`src/rtl/pipe_pkg.sv`:
```
// Shared definitions for the 16-bit pipelined processor: default widths,
// reset/NOP encodings and the fetch-stage state enumeration.
package pipe_pkg;

    localparam int          PIPE_PC_W      = 16;
    localparam int          PIPE_INSTR_W   = 16;
    localparam int          PIPE_RESET_PC  = 0;
    localparam logic [15:0] PIPE_NOP_INSTR = 16'h0000;

    // FETCH_NORMAL: requests flow freely.
    // FETCH_BUFFERED: skid holds an instruction, no new request.
    // FETCH_DROP: an in-flight response must be discarded, target parked.
    typedef enum logic [1:0] {
        FETCH_NORMAL   = 2'd0,
        FETCH_BUFFERED = 2'd1,
        FETCH_DROP     = 2'd2
    } fetchState_t;

endpackage

```
`src/rtl/fetch_skid.sv`:
```
// One-entry skid buffer holding an instruction and its fetch address + 1
// while decode is stalled.
module fetch_skid
    import pipe_pkg::*;
#(
    parameter int PC_W    = PIPE_PC_W,
    parameter int INSTR_W = PIPE_INSTR_W
) (
    input  logic               clk,
    input  logic               rst_n,
    input  logic               load,
    input  logic               unload,
    input  logic               clear,
    input  logic [INSTR_W-1:0] instrIn,
    input  logic [PC_W-1:0]    pc1In,
    output logic               full,
    output logic [INSTR_W-1:0] instrOut,
    output logic [PC_W-1:0]    pc1Out
);

    // Clear (flush) beats load, load beats unload; data is only captured on load.
    always_ff @(posedge clk or negedge rst_n) begin
        if (!rst_n) begin
            full     <= 1'b0;
            instrOut <= '0;
            pc1Out   <= '0;
        end else if (clear) begin
            full <= 1'b0;
        end else if (load) begin
            full     <= 1'b1;
            instrOut <= instrIn;
            pc1Out   <= pc1In;
        end else if (unload) begin
            full <= 1'b0;
        end
    end

endmodule

```
`src/rtl/fetch_stage.sv`:
```
// Instruction fetch stage: owns the PC, runs the imem req/ready handshake,
// absorbs stalled returns in a skid buffer, discards responses made stale by
// a redirect, and loads the IF/ID register for decode.
module fetch_stage
    import pipe_pkg::*;
#(
    parameter int                 PC_W      = PIPE_PC_W,
    parameter int                 INSTR_W   = PIPE_INSTR_W,
    parameter logic [PC_W-1:0]    RESET_PC  = PC_W'(PIPE_RESET_PC),
    parameter logic [INSTR_W-1:0] NOP_INSTR = INSTR_W'(PIPE_NOP_INSTR)
) (
    input  logic               clk,
    input  logic               rst_n,
    input  logic               StallF,
    input  logic               StallD,
    input  logic               RedirectE,
    input  logic [PC_W-1:0]    TargetE,
    output logic               imem_req,
    output logic [PC_W-1:0]    imem_addr,
    input  logic               imem_ready,
    input  logic [INSTR_W-1:0] imem_rdata,
    output logic [INSTR_W-1:0] InstrD,
    output logic [PC_W-1:0]    PCPlus1D,
    output logic               ValidD
);

    fetchState_t        state;
    fetchState_t        stateNext;
    logic [PC_W-1:0]    addrQ;
    logic [PC_W-1:0]    addrNext;
    logic [PC_W-1:0]    addrPlus1;
    logic [PC_W-1:0]    tgtQ;
    logic [PC_W-1:0]    tgtNext;
    logic               pendQ;
    logic               accept;

    logic               skidLoad;
    logic               skidUnload;
    logic               skidClear;
    logic               skidFull;
    logic [INSTR_W-1:0] skidInstr;
    logic [PC_W-1:0]    skidPc1;

    logic               idBubble;
    logic               idFromFetch;
    logic               idFromSkid;
    logic [INSTR_W-1:0] instrDNext;
    logic [PC_W-1:0]    pc1DNext;
    logic               validDNext;

    assign imem_addr = addrQ;
    assign addrPlus1 = addrQ + PC_W'(1);
    assign accept    = imem_req & imem_ready;

    // State register plus fetch address, parked redirect target and the
    // "request raised but not yet accepted" flag that pins req/addr stable.
    always_ff @(posedge clk or negedge rst_n) begin
        if (!rst_n) begin
            state <= FETCH_NORMAL;
            addrQ <= RESET_PC;
            tgtQ  <= RESET_PC;
            pendQ <= 1'b0;
        end else begin
            state <= stateNext;
            addrQ <= addrNext;
            tgtQ  <= tgtNext;
            pendQ <= imem_req & ~imem_ready;
        end
    end

    // Next state and next fetch address; a redirect outranks decode stalls.
    always_comb begin
        stateNext = state;
        addrNext  = addrQ;
        tgtNext   = tgtQ;
        unique case (state)
            FETCH_NORMAL: begin
                if (RedirectE) begin
                    if (accept || !imem_req) begin
                        addrNext = TargetE;
                    end else begin
                        tgtNext   = TargetE;
                        stateNext = FETCH_DROP;
                    end
                end else if (accept) begin
                    addrNext = addrPlus1;
                    if (StallD) begin
                        stateNext = FETCH_BUFFERED;
                    end
                end
            end
            FETCH_BUFFERED: begin
                if (RedirectE) begin
                    addrNext  = TargetE;
                    stateNext = FETCH_NORMAL;
                end else if (!StallD) begin
                    stateNext = FETCH_NORMAL;
                end
            end
            FETCH_DROP: begin
                if (accept) begin
                    addrNext  = RedirectE ? TargetE : tgtQ;
                    stateNext = FETCH_NORMAL;
                end else if (RedirectE) begin
                    tgtNext = TargetE;
                end
            end
            default: begin
                stateNext = FETCH_NORMAL;
            end
        endcase
    end

    // Handshake request and the skid / IF/ID steering decoded from state.
    always_comb begin
        imem_req    = pendQ | ((state == FETCH_NORMAL) & ~StallF);
        skidLoad    = (state == FETCH_NORMAL) & accept & ~RedirectE & StallD;
        skidUnload  = (state == FETCH_BUFFERED) & skidFull & ~RedirectE & ~StallD;
        skidClear   = (state == FETCH_BUFFERED) & RedirectE;
        idFromFetch = (state == FETCH_NORMAL) & accept & ~RedirectE & ~StallD;
        idFromSkid  = skidUnload;
        idBubble    = RedirectE | (~StallD & ~idFromFetch & ~idFromSkid);
    end

    // Select what the IF/ID register takes this cycle; holding is the default.
    always_comb begin
        instrDNext = InstrD;
        pc1DNext   = PCPlus1D;
        validDNext = ValidD;
        if (idBubble) begin
            instrDNext = NOP_INSTR;
            pc1DNext   = '0;
            validDNext = 1'b0;
        end else if (idFromFetch) begin
            instrDNext = imem_rdata;
            pc1DNext   = addrPlus1;
            validDNext = 1'b1;
        end else if (idFromSkid) begin
            instrDNext = skidInstr;
            pc1DNext   = skidPc1;
            validDNext = 1'b1;
        end
    end

    // IF/ID pipeline register feeding decode.
    always_ff @(posedge clk or negedge rst_n) begin
        if (!rst_n) begin
            InstrD   <= NOP_INSTR;
            PCPlus1D <= '0;
            ValidD   <= 1'b0;
        end else begin
            InstrD   <= instrDNext;
            PCPlus1D <= pc1DNext;
            ValidD   <= validDNext;
        end
    end

    fetch_skid #(
        .PC_W    (PC_W),
        .INSTR_W (INSTR_W)
    ) uSkid (
        .clk      (clk),
        .rst_n    (rst_n),
        .load     (skidLoad),
        .unload   (skidUnload),
        .clear    (skidClear),
        .instrIn  (imem_rdata),
        .pc1In    (addrPlus1),
        .full     (skidFull),
        .instrOut (skidInstr),
        .pc1Out   (skidPc1)
    );

endmodule

```
`config.mk`:
```
export PLATFORM = sky130hd
export DESIGN_NAME = fetch_stage
export DESIGN_NICKNAME = d
export VERILOG_FILES = /design/src/rtl/pipe_pkg.sv /design/src/rtl/fetch_skid.sv /design/src/rtl/fetch_stage.sv
export SDC_FILE = /design/constraint.sdc
export NUM_CORES = 1
export LEC_CHECK = 0
export ABC_AREA = 1
export CORE_ASPECT_RATIO = 0.5
export CORE_UTILIZATION = 55
export CTS_CLUSTER_SIZE = 12
export DETAILED_ROUTE_END_ITERATION = 8
export PLACE_DENSITY_LB_ADDON = 0.12
export RECOVER_POWER = 25
export SYNTH_ARGS = -nofsm -noshare
export SYNTH_HDL_FRONTEND = slang
export SYNTH_HIERARCHICAL = 1
export SYNTH_SLANG_ARGS = --single-unit
```
`constraint.sdc`:
```
create_clock -name clk -period 5.4 [get_ports clk]
set_input_delay 1.08 -clock clk [delete_from_list [all_inputs] [get_ports clk]]
set_output_delay 1.08 -clock clk [all_outputs]
set_load 0.03 [all_outputs]
```
### Word level (Yosys, flattened, before mapping)

Cells that the tools add are included.

* $add $sub $neg: 1
* equality and inequality tests: 12
* muxes and demuxes: 31
* bitwise logic cells: 22
* reductions and logical operators: 11

Operators with widths (number)
* 2-to-1 mux 16 bit: 15
* one-hot mux 16 bit (3 select lines): 1
* one-hot mux 16 bit (2 select lines): 1
* adder 16 x 1 -> 16 bit (second input constant): 1
* != test 3 bit (second input constant): 5
* 2-to-1 mux 2 bit: 7
* bitwise AND 1 bit: 13
* != test 2 bit (second input constant): 5
* AND reduction 5 bit: 2
* nonzero test 3 bit: 3
* inverter 1 bit: 7
* 2-to-1 mux 1 bit: 6
* one-hot mux 2 bit (3 select lines): 1
* AND reduction 4 bit: 1
* equality test 2 x 1 -> 1 bit (second input constant): 1
* equality test 2 bit (second input constant): 1
* logical NOT 2 bit: 1
* bitwise OR 1 bit: 2
* AND reduction 2 bit: 1
* nonzero test 2 bit: 1
* logical NOT 1 bit: 1
* logical OR 1 bit: 1

* flip-flop bits (word level): 101
* input port bits: 38
* logic and storage cells: 87

### Longest topological paths before layout

Gate-level depths: netlist (run 1).

* word-level depth: 12
* gate-level depth with buffers: 12
* mapped depth without buffers: 11

### By module

Netlist (run 1), hierarchy kept.

Modules (own cells, without submodules)
* fetch_stage: instances 1, cells each 651, area each 4306.6 sq um, sequential area each 1701.6 sq um
* fetch_skid: instances 1, cells each 144, area each 1412.6 sq um, sequential area each 825.8 sq um

### Least setup slack after synthesis (run 1)

OpenSTA, ideal clock, no wires.

* path kind: input to register
* from: input port RedirectE
* to: register uSkid.pc1Out[2]
* library setup time: 0.117 ns
* data arrival time: 2.308 ns
* path slack: 2.975 ns
* stages: 10
* path through: buf_2 > nor2_1 > nand3_1 > clkbuf_1 > nor2_1 > buf_4 > nand2_8 > buf_12 > nand2_2 > nand2_1

* longest elaborated chain between the ends: 4
* elaborated cells on any way between the ends: 6
* those cells by class: bitwise (5); reduce/logical (1)

Ends and longest elaborated chain
* from (decl): line fetch_stage.sv:16 `input logic RedirectE,`
* inverter 1 bit: line fetch_stage.sv:117 `skidLoad = (state == FETCH_NORMAL) & accept & ~RedirectE & StallD;`
* bitwise AND 1 bit (2 in a row): line fetch_stage.sv:117
* via skidLoad: line fetch_stage.sv:37 `logic skidLoad;`
* AND reduction 2 bit (no source line)
* to (signal assigned): line fetch_skid.sv:32 `pc1Out <= pc1In;`
* to (decl): line fetch_skid.sv:18 `output logic [PC_W-1:0] pc1Out`

The timed path passes the listed nets, and every way through them passes these cells.
A chain may end at the register's enable or synchronous reset.

==> results.txt, run 1 <==
The flow ran to the end, but the final reports show violations. The checks that failed: max-capacitance violations, max-slew violations. The number of flip-flops and latches in the synthesized netlist is 101. The effective utilization at floorplan came out at 58.60%. The slew at the pin closest to its max-slew limit came out at 3178 ps. Summed over all layers, the global routing overflow is 0. The cell sitting at the root of the clock tree is a clkbuf_16.

The maximum number of pins on one net before global-route repair is 60. The final count of negative-setup-slack endpoints came out at 0. Summing all non-filler instances in the final layout gives an area of 0.006825 mm^2.

The die area is 0.01083 mm^2. The first global-routing pass estimated 23670 um of wire. After floorplanning, the core was divided into 25 placement rows.

The total number of H-tree levels came out at 3. The number of buffers added on ports is 87. The final layout contains 902 nets. The hold violation total from the final report is 0.

The number of nets handed over by synthesis was 838. The worst-skew pair later-pin latency is 350 ps. The accumulated negative setup slack is 0 ps. The achievable clock frequency is 0.2731 GHz. Post-CTS repair changed the size of 0 cells. The launching point of the worst reg2reg path is state[0]. The wire length after detailed routing is 14040 um. The number of setup buffers added after CTS is 0.

The required time at the endpoint of the critical path is 5850 ps. The initial antenna violation count came out at 0. The number of sinks on the clock net is 101. Global routing used 27.83% of the available tracks. The number of cells on the critical path is 2. Dividing total power by cell area gives a power density of 483.9 mW/mm^2. The count of flip-flops with a built-in enable after synthesis is 0.

The depth of the worst register-to-register path is 9. The arrival time of the worst setup path is 4110 ps. The number of top-level design ports came out at 88. The post-CTS clock slew at the launch and capture registers of the worst setup and hold paths is 70 ps. The worst setup path is captured at an asynchronous set/reset pin. The share of the clock period used by the worst path is 67.80%. Measured against its own limit, the worst slew margin works out to -111.9%.

The number of buffers on the longest clock path came out at 2. The distinct cell type count after synthesis came out at 32. After detailed routing, the average wire length per cell comes to 14.05 um. From synthesis to final layout, the design area changed by 19.34%. The startpoint identified for the worst hold timing path is uSkid/pc1Out[13]. The CTS buffer count is 9.

After legalization and detailed placement, the total HPWL measured 9359 um. The combined area of the multi-input logic cells is 0.002699 mm^2. The static leakage came out at 3.457 nW. The average cell area after synthesis is 7.194 um^2. The number of non-filler instances in the completed layout is 999. In this run the cell area measured after placement is 0.006553 mm^2. The die width came out at 146.2 um. The most critical setup path has its startpoint at rst_n. Setup repair after global routing left no endpoint under its margin. STA classifies the critical path startpoint as a primary input.

The footprint of the flip-flops and latches is 0.002527 mm^2. The total area inside the core boundary comes to 0.009759 mm^2. The peak per-stage delay on the critical path is 2210 ps. Across the run, the number of max-cap violations was 1. After detailed routing, the number of remaining DRC violations is 0. The worst hold path stage count is 2. The most used flip-flop cell after synthesis is dfrtp_1.

In the layout the commonest cells are nand2_1, dfrtp_1, nor2_1. The count of buffer and inverter cells on the critical path is 2. The worst-case IR drop observed on VDD is 0.2118 mV. The number of optimization iterations in the first detailed-route pass is 5. The most common cell after layout, fill and taps aside is nand2_1. At the end of routability-driven placement, the weighted congestion stood at 0.8618. The number of nets with antenna violations after routing came out at 0. Among cell families on the critical path, the largest total delay comes from buffers and inverters. Cells fill 69.94% of the core in the end. The via count of the first global-routing pass is 4867. The largest fanout on the critical path came out at 59. Traced cell by cell, the critical path runs through clkbuf_1 > buf_4. The clock tree skew after final layout came out at 4.404 ps. The count of antenna diodes in the layout came out at 0. After detailed routing, the number of vias per cell comes to 5.370. The die extent in y came out at 74.11 um. The time the worst path needs with I/O delays and setup is 3661 ps. The cell type of the slowest stage on the worst timing path is clkbuf_1.

In this run the worst hold path is classified as reg -> reg. The sequential-to-total area share from yosys stat is 44.19%. The routed via count is 5365. The count of final max-slew check failures is 60. The netlist area before placement is 0.005719 mm^2. After filler insertion, the fill cell instance count of the layout stands at 825. The clock tree from TritonCTS is built. Of all flip-flops after synthesis, the portion carrying an async set or reset was 100.0%.

The share of final-layout standard cells stronger than drive strength 1 came out at 6.829%. The warning count from the yosys run is 6. The hold-fix buffer count after cts came out at 0. After technology mapping, the gate count stands at 795. The violation count after the first detailed-route iteration came out at 455. The setup path with the least slack is of type in -> async. The post-placement cell count came out at 983.
-- synth_stat cells (3+ instances only) --
cell | number | area share (%)
xor2_1 | 6 | 0.92
nand2_2 | 20 | 2.2
dfrtp_1 | 101 | 44
o21ai_1 | 32 | 2.8
ha_1 | 5 | 1.1
nor2_2 | 3 | 0.33
clkbuf_1 | 9 | 0.59
inv_1 | 59 | 3.9
o211ai_1 | 6 | 0.79
nand4_1 | 5 | 0.55
inv_2 | 5 | 0.33
buf_4 | 9 | 1.2
nand3_1 | 52 | 4.6
nor2_1 | 96 | 6.3
buf_2 | 15 | 1.3
o21ai_0 | 60 | 5.3
a21oi_1 | 15 | 1.3
nand2_1 | 275 | 18
o21ai_2 | 5 | 0.77
-- worst register-to-register path: cells and delay by family, from the launching register on --
| kind | cells | cell delay [ps] |
|---|---|---|
| AND/OR/NAND/NOR | 5 | 2110 |
| adder cells (fa/ha/maj) | 1 | 210 |
| AO/OA/AOI/OAI | 1 | 290 |
| buffers and inverters | 2 | 170 |
| flip-flops | 1 | 420 |
-- cells by family (layout without fill, tap and decap cells) --
kind of cell               Yosys count  count (layout)  share of synthesized area (%)
AOI/OAI and AO/OA                  124             124                          12.03
xor gates and xnor gates             7               7                          1.072
adders and majority gates            5               5                          1.094
buffers and inverters              103             172                          8.510
DFF                                101             101                          44.19
and+or+nand+nor                    455             455                          33.10
-- metrics by stage --
| stage | hold WS (ps) | total power (W) | worst slack (ps) |
|---|---|---|---|
| after floorplan | 436.7 | 0.002242 | 2975 |
| after global placement | 452.9 | 0.002619 | 1603 |
| after detailed placement | 459.9 | 0.002658 | 1479 |
| after CTS | 477.5 | 0.003309 | 1848 |
| after global routing | 498.8 | 0.003544 | 1088 |
| final | 476.5 | 0.003303 | 1739 |
-- state kept, by name, summed over array words and instances, names as in the netlist --
name,cells
tgtQ,16
pendQ,1
imem_addr,16
uSkid/instrOut,16
ValidD,1
PCPlus1D,16
uSkid/pc1Out,16
uSkid/full,1
InstrD,16
state,2
-- final timing paths --
| kind | endpoint | slack, ps |
|---|---|---|
| max | tgtQ[8] | 1740 |
| min | uSkid/pc1Out[13] | 480 |
| min reg2reg | uSkid/pc1Out[13] | 480 |
| min in group asynchronous | InstrD[8] | 1780 |
| max in group clk | uSkid/instrOut[12] | 1760 |
| max reg2reg | uSkid/instrOut[12] | 2100 |
-- cell type report --
type / instances / share of cell area [%]
Tap cell: 135 / 2.475
Multi-Input combinational cell: 591 / 39.54
Sequential cell: 101 / 37.03
Clock inverter: 6 / 0.8616
Timing Repair Buffer: 92 / 13.22
Inverter: 64 / 3.520
Clock buffer: 10 / 3.355
-- routing by layer --
metal | part of all wire, % | track usage (%)
met1 | 48 | 39.63
met2 | 44 | 44.39
met3 | 7.2 | 5.215
met4 | 1.0 | 7.523
met5 | 0 | 0
-- power breakdown --
| group | total, W | switching (W) | internal [W] |
|---|---|---|---|
| Sequential | 0.00122 | 0.000210 | 0.00101 |
| Combinational | 0.00145 | 0.000939 | 0.000515 |
| Clock | 0.000634 | 0.000312 | 0.000322 |
Note: power is estimated with default switching activity, not from simulation.
==> run 2: changes to the inputs <==
- clock period: 5.4 -> 3.6 ns (I/O delays scaled with it)
==> run 2 against run 1 <==
Compared with the run above: the run still ends with max-capacitance violations, max-slew violations left; largest cell class unchanged; clock skew grew 0.80 ps; cell area rose by 0.77%; routed wire length down 1.6%; largest power group unchanged; non-clock buffer count increased by 4.
==> results.txt, run 2 (synthesis results as in run 1) <==
The run finished, with violations left. The checks that failed: max-capacitance violations, max-slew violations. The number of buffers added on ports is 87 (unchanged). The critical hold path startpoint is uSkid/pc1Out[12]. The effective utilization at floorplan came out at 58.60% (unchanged). The clock tree skew after final layout came out at 5.201 ps (+0.7975 ps). The worst setup path is of the in -> out kind.

The sequential cell fraction of total power is 36.7% (about the same). The die area is 0.01083 mm^2 (unchanged). The static leakage is 3.488 nW (+0.90%). The total number of H-tree levels came to 3 (unchanged).

The die width came to 146.2 um (unchanged). The footprint of the flip-flops and latches came out at 0.002527 mm^2 (unchanged). The maximum number of pins on one net before global-route repair came out at 102 (+70%).

The die extent in y is 74.11 um (unchanged). The library cell used most frequently in the layout, excluding fill and tap cells, is nand2_1. The global routing usage summed across all routing layers came out at 27.46% (-0.37 points). The most used routing layer in global routing is met2.

The register-to-register setup slack is 1190 ps (-910 ps). The number of sinks on the clock net came to 101 (unchanged). Timing would allow up to 0.3610 GHz. The met2 usage came out at 41.90% (-2.5 points). The number of resized instances in the post-cts repair step is 0 (unchanged). TritonCTS built the clock tree. The placement row count is 25 (unchanged). The worst hold path stage count is 2 (unchanged). The worst setup path is launched from a primary input. The required time at the endpoint of the critical path came to 2880 ps (-2970 ps).

The routed via count came to 5319 (-0.86%). Setup repair after global routing left no endpoint under its margin. The number of nets in the finished design is 906 (+0.44%). The met1 track utilization from global routing is 39.98% (+0.36 points). The depth of the worst register-to-register path is 11 (+2). The number of cells on the critical path came out at 3 (+1). The number of optimization iterations in the first detailed-route pass is 5 (unchanged). The worst-skew pair later-pin latency is 350 ps (about the same). The min-delay analysis places its worst path in the category reg -> reg. The slew at the pin closest to its max-slew limit is 2525 ps (-653.3 ps).

The combined area of the multi-input logic cells is 0.002710 mm^2 (+0.42%). The count of unresolved DRC violations after routing was 0 (unchanged). By instance count, the cell type seen most on the critical path is clkdlybuf4s50_1.

The post-CTS setup repair buffer count is 0 (unchanged). The wire length per cell came out at 13.77 um (-2.0%). The largest voltage drop on the vdd net is 0.4308 mV (+100%). The detail-routed via count per cell was 5.303 (-1.3%). The pre-CTS setup slack came out at 723.9 ps (-755.3 ps). The first-pass GRT wire length came out at 23320 um (-1.5%). The hold violation total from the final report came out at 0 (unchanged). The power share of the combinational group is 44.3% (+0.3 points). The library cells used most frequently in the layout, excluding fill and tap cells, are nand2_1, dfrtp_1, nor2_1. The number of nets with antenna violations after routing is 0 (unchanged). The clock root buffer is clkbuf_16. The global route total overflow came out at 0 (unchanged). The half-perimeter wire length of the detailed placement result is 9254 um (-1.1%). On the critical path, the stage with the largest delay is an instance of clkdlybuf4s50_1. The initial antenna violation count is 0 (unchanged).

The cell internal power dissipation was 0.002779 W (+51%). The power density over cell area is 720.9 mW/mm^2 (+49%). The max-cap check violation count is 1 (unchanged). The area inside the core boundary is 0.009759 mm^2 (unchanged). The worst register-to-register path begins at state[0]. The power spent charging and discharging nets came out at 0.002180 W (+49%).

The met3 track demand over resource came out at 5.460% (+0.25 points). The time the worst path needs with I/O delays and setup came out at 2770 ps. The count of antenna diodes in the layout was 0 (unchanged).

The number of top-level design ports came out at 88 (unchanged). The switching fraction of total power was 43.96% (-0.28 points). The number of non-filler instances in the completed layout came out at 1003 (+0.40%). The area added between synthesis and finish came out at 20.26%.

The wire length after detailed routing is 13810 um (-1.6%). The post-CTS clock slew at the launch and capture registers of the worst setup and hold paths is 70 ps (about the same). The hold-fix buffer count after cts came to 0 (unchanged).

The startpoint of the most critical setup path is StallF. The accumulated negative setup slack came out at 0 ps (unchanged). The peak per-stage delay on the critical path came out at 700 ps (-1510 ps). The critical path goes through clkdlybuf4s50_1 > o21bai_4 > clkdlybuf4s50_1. The worst slew margin relative to its limit was -68.32% (+44 points). The count of final max-slew check failures was 102 (+70%). The count of buffer and inverter cells on the critical path is 2 (unchanged).

The number of buffers on the longest clock path is 2 (unchanged). STA classifies the critical path endpoint as an output port. The CTS buffer count is 9 (unchanged). The share of the clock period used by the worst path came out at 76.94%.

The post-route worst hold slack came out at 475.1 ps (-1.336 ps). The share of total power in the clock network is 19.0% (-0.2 points). The arrival time of the worst setup path is 2050 ps (-2060 ps). The via count of the first global-routing pass is 4825 (-0.86%). The violation count after the first detailed-route iteration is 394 (-13%). The global placer's final weighted congestion came out at 0.8588 (-0.35%). The share of final-layout standard cells stronger than drive strength 1 came out at 7.488% (+0.66 points). On the critical path the largest part of the delay comes from buffers and inverters.

The largest fanout on the critical path came to 4 (-93%). The setup slack of the critical path after layout is 830.1 ps (-908.7 ps). The filler cell count in the final layout came out at 817 (-0.97%).

The final count of negative-setup-slack endpoints came out at 0 (unchanged). The post-placement cell count is 987 (+0.41%).
run 2: worst reg2reg max path, cell delays in order, from the launching register on:
cell and delay (ps):
dfrtp_1 420, inv_1 100, ha_1 220, inv_2 90, nor2_1 190, nand3_1 150
buf_4 230, nor2_2 90, buf_4 350, nand2_8 250, nand2_1 150, nand2_1 60
run 2: through the flow:
stage	instance area, um^2	total power (W)	utilization, %
after floorplan	5719	0.003363	-
after global placement	6608	0.003941	67.71
after detailed placement	6608	0.004007	67.71
after CTS	6893	0.004965	70.63
after global routing	6878	0.005351	70.47
final	6878	0.004958	70.47
run 2: power groups by stage:
stage / registers (W) / logic, W / clock network (W)
2_1_floorplan: 0.00194 / 0.00142 / 0
3_3_place_gp: 0.00182 / 0.00212 / 0
3_5_place_dp: 0.00183 / 0.00218 / 0
4_1_cts: 0.00181 / 0.00219 / 0.000965
5_1_grt: 0.00186 / 0.00248 / 0.00101
6_report: 0.00182 / 0.00220 / 0.000944
run 2: final cells by class:
cell class | instances | share of cell area [%]
multi-input cells | 591 | 39.40
inverters | 64 | 3.493
well taps | 135 | 2.456
clock inverters | 6 | 0.8186
clock buffers | 10 | 3.329
repair buffers | 96 | 13.75
flip-flops and latches | 101 | 36.75
run 2: routing by layer:
| metal | share of wire [%] | up-vias |
|---|---|---|
| met1 | 47 | 2420 |
| met5 | 0 | - |
| met3 | 8.9 | 19 |
| li1 | - | 2645 |
| met2 | 43 | 235 |
| met4 | 1.2 | 0 |
run 2: worst paths after layout:
kind / to
worst max-delay path: imem_req
worst min-delay path: uSkid/pc1Out[12]
worst max register to register: uSkid/pc1Out[14]
worst min register to register: uSkid/pc1Out[12]
max in group asynchronous: imem_addr[12]
min in group asynchronous: ValidD
==> run 3: changes to the inputs <==
- clock period: 3.6 -> 2.9 ns (I/O delays scaled with it)
==> run 3 against run 2 <==
Compared with the run above: the run now ends clean; cell area fell by 0.20%; sequential power up 24%; setup slack worse by 500 ps; register-to-register slack worse by 460 ps; die area did not move; combinational power is 25% higher; clock skew increased by 0.84 ps; cell count unchanged; global-route usage up 0.36 points; critical path type is now reg -> out; largest cell class unchanged.
==> results.txt, run 3 (synthesis results as in run 1) <==
The run finished with clean final reports. The slew at the pin closest to its max-slew limit is 1210 ps (-1315 ps). The placement row count came out at 25 (unchanged). The number of sinks on the clock net came out at 101 (unchanged). By startpoint and endpoint, the worst setup path is classified as reg -> out. The die width came out at 146.2 um (unchanged). The clock tree skew after final layout came out at 6.043 ps (+0.8419 ps). The effective utilization at floorplan is 58.60% (unchanged). CTS placed an instance of clkbuf_16 at the clock tree root. The power density over cell area is 898.3 mW/mm^2 (+25%).

The number of optimization iterations in the first detailed-route pass is 5 (unchanged). The cell internal power dissipation came to 0.003446 W (+24%). The worst-skew pair later-pin latency came out at 350 ps (about the same). The hold-fix buffer count after cts came out at 0 (unchanged).

The hold violation total from the final report is 0 (unchanged). The post-layout total power is 0.006166 W (+24%). The power spent charging and discharging nets is 0.002720 W (+25%). The number of buffers on the longest clock path is 2 (unchanged). The number of top-level design ports came out at 88 (unchanged).

The share of final-layout standard cells stronger than drive strength 1 is 7.604% (+0.12 points). The path class of the tightest hold or removal check is in -> async. The setup slack of the critical path after layout came out at 327.7 ps (-502.4 ps). Static timing analysis puts the maximum clock frequency at 0.3888 GHz. The top cell types in the final layout, fill and taps aside, are nand2_1, dfrtp_1, nor2_1. The first-pass GRT wire length is 23570 um (+1.1%).

The count of final max-slew check failures is 0 (-100%). The time the worst path needs with I/O delays and setup is 2572 ps. The share of total power in the clock network came out at 18.7% (-0.3 points). The library cell used most frequently in the layout, excluding fill and tap cells, is nand2_1.

The switching fraction of total power is 44.11% (+0.15 points). The accumulated negative setup slack was 0 ps (unchanged). The area inside the core boundary is 0.009759 mm^2 (unchanged). The core utilization of the finished layout is 70.33% (-0.14 points). The required time at the endpoint of the critical path was 2320 ps (-560 ps).

The worst register-to-register path begins at state[0]. The total number of H-tree levels was 3 (unchanged). The largest individual stage delay along the critical path comes from the cell clkdlybuf4s50_1. The maximum number of pins on one net before global-route repair is 56 (-45%). The count of unresolved DRC violations after routing came out at 0 (unchanged). The placed cell area came out at 0.006603 mm^2 (about the same).

The violation count after the first detailed-route iteration is 545 (+38%). The wire length per cell was 13.98 um (+1.5%). The number of resized instances in the post-cts repair step is 0 (unchanged).

The post-CTS setup repair buffer count was 0 (unchanged). The largest voltage drop on the vdd net came out at 0.5506 mV (+28%). The area added between synthesis and finish came out at 20.02%. The critical path startpoint category is a register. The power share of the combinational group came out at 44.7% (+0.4 points). The pre-CTS setup slack came out at 385.5 ps (-338.4 ps).

The final design instance area without fill came out at 0.006864 mm^2 (-0.20%). The CTS buffer count came out at 9 (unchanged). The count of antenna diodes in the layout came to 0 (unchanged).

The routed via count came out at 5349 (+0.56%). The count of buffer and inverter cells on the critical path came out at 3 (+1). The worst slew margin relative to its limit was 19.35% (+88 points).

The final count of negative-setup-slack endpoints is 0 (unchanged). The critical path goes through inv_1 > ha_1 > inv_2 > o21bai_4 > clkdlybuf4s50_1. The half-perimeter wire length of the detailed placement result came to 9415 um (+1.7%). The wire length after detailed routing came out at 14020 um (+1.5%). The global routing usage summed across all routing layers is 27.83% (+0.36 points). The global placer's final weighted congestion was 0.8592 (about the same). The startpoint of the most critical setup path is state[0]. The static leakage came out at 3.485 nW (-0.11%). The post-CTS clock slew at the launch and capture registers of the worst setup and hold paths came out at 70 ps (about the same).

The share of the clock period used by the worst path came out at 88.70%. The number of nets in the finished design was 907 (+0.11%). The number of buffers added on ports was 87 (unchanged). The register-to-register setup slack came out at 730 ps (-460 ps). The initial antenna violation count came out at 0 (unchanged). The arrival time of the worst setup path came out at 1990 ps (-60 ps).

The sort of element at the end of the critical path is an output port. The number of nets with antenna violations after routing came out at 0 (unchanged). The via count of the first global-routing pass is 4834 (+0.19%).

The detail-routed via count per cell came out at 5.333 (+0.56%). The peak per-stage delay on the critical path is 690 ps (about the same). Setup repair after global routing left no endpoint under its margin. The cell family with the largest share of critical-path delay is buffers and inverters. The die extent in y came out at 74.11 um (unchanged).

The max-cap check violation count came to 0 (-1). The largest fanout on the critical path came out at 4 (unchanged). TritonCTS built the clock tree.

The die area came to 0.01083 mm^2 (unchanged). The global route total overflow came out at 0 (unchanged). The sequential cell fraction of total power is 36.5% (-0.2 points).
-- run 3: cell types whose count changed in the layout (fill, tap and decap cells not counted), sizes merged --
cell / previous run / this run
clkbuf: 12 / 10
buf: 8 / 10
-- run 3: final timing paths --
path | cells after the start | to
worst max-delay path | 5 | imem_req
worst min-delay path | 1 | ValidD
worst max register to register | 9 | uSkid/pc1Out[8]
worst min register to register | 2 | uSkid/instrOut[12]
max in group asynchronous | 2 | imem_addr[9]
min in group clk | 2 | uSkid/instrOut[12]
-- run 3: worst reg2reg max path, delay by kind of cell, from the launching register on --
family | cells | cell delay [ps]
adder cells (fa/ha/maj) | 1 | 210
buffers and inverters | 2 | 170
flip-flops | 1 | 420
AND/OR/NAND/NOR | 6 | 1260
-- run 3: power groups by stage --
stage                     logic [W]  registers, W  clock network, W
after floorplan             0.00177       0.00241                 0
after detailed placement    0.00273       0.00227                 0
after CTS                   0.00274       0.00224           0.00118
after global routing        0.00306       0.00231           0.00123
final                       0.00276       0.00225           0.00116
after global placement      0.00265       0.00226                 0
-- run 3: metrics by stage --
step	hold slack, ps	cells
2_1_floorplan	284.4	795
3_3_place_gp	451.4	988
3_5_place_dp	457.5	988
4_1_cts	261.0	1003
5_1_grt	498.6	1003
6_report	448.3	1003
-- run 3: final cells by class --
cell class	count	area, um^2
clock buffers	9	225.2
clock inverters	6	53.80
fillers	813	2895
inverters	64	240.2
multi-input cells	591	2710
flip-flops and latches	101	2527
well taps	135	168.9
repair buffers	97	938.4
-- run 3: layer usage --
metal | track usage (%) | wire length, um
met5 | 0 | 0
met4 | 7.755 | 132
met3 | 5.399 | 1053
met2 | 44.18 | 6108
met1 | 39.57 | 6725
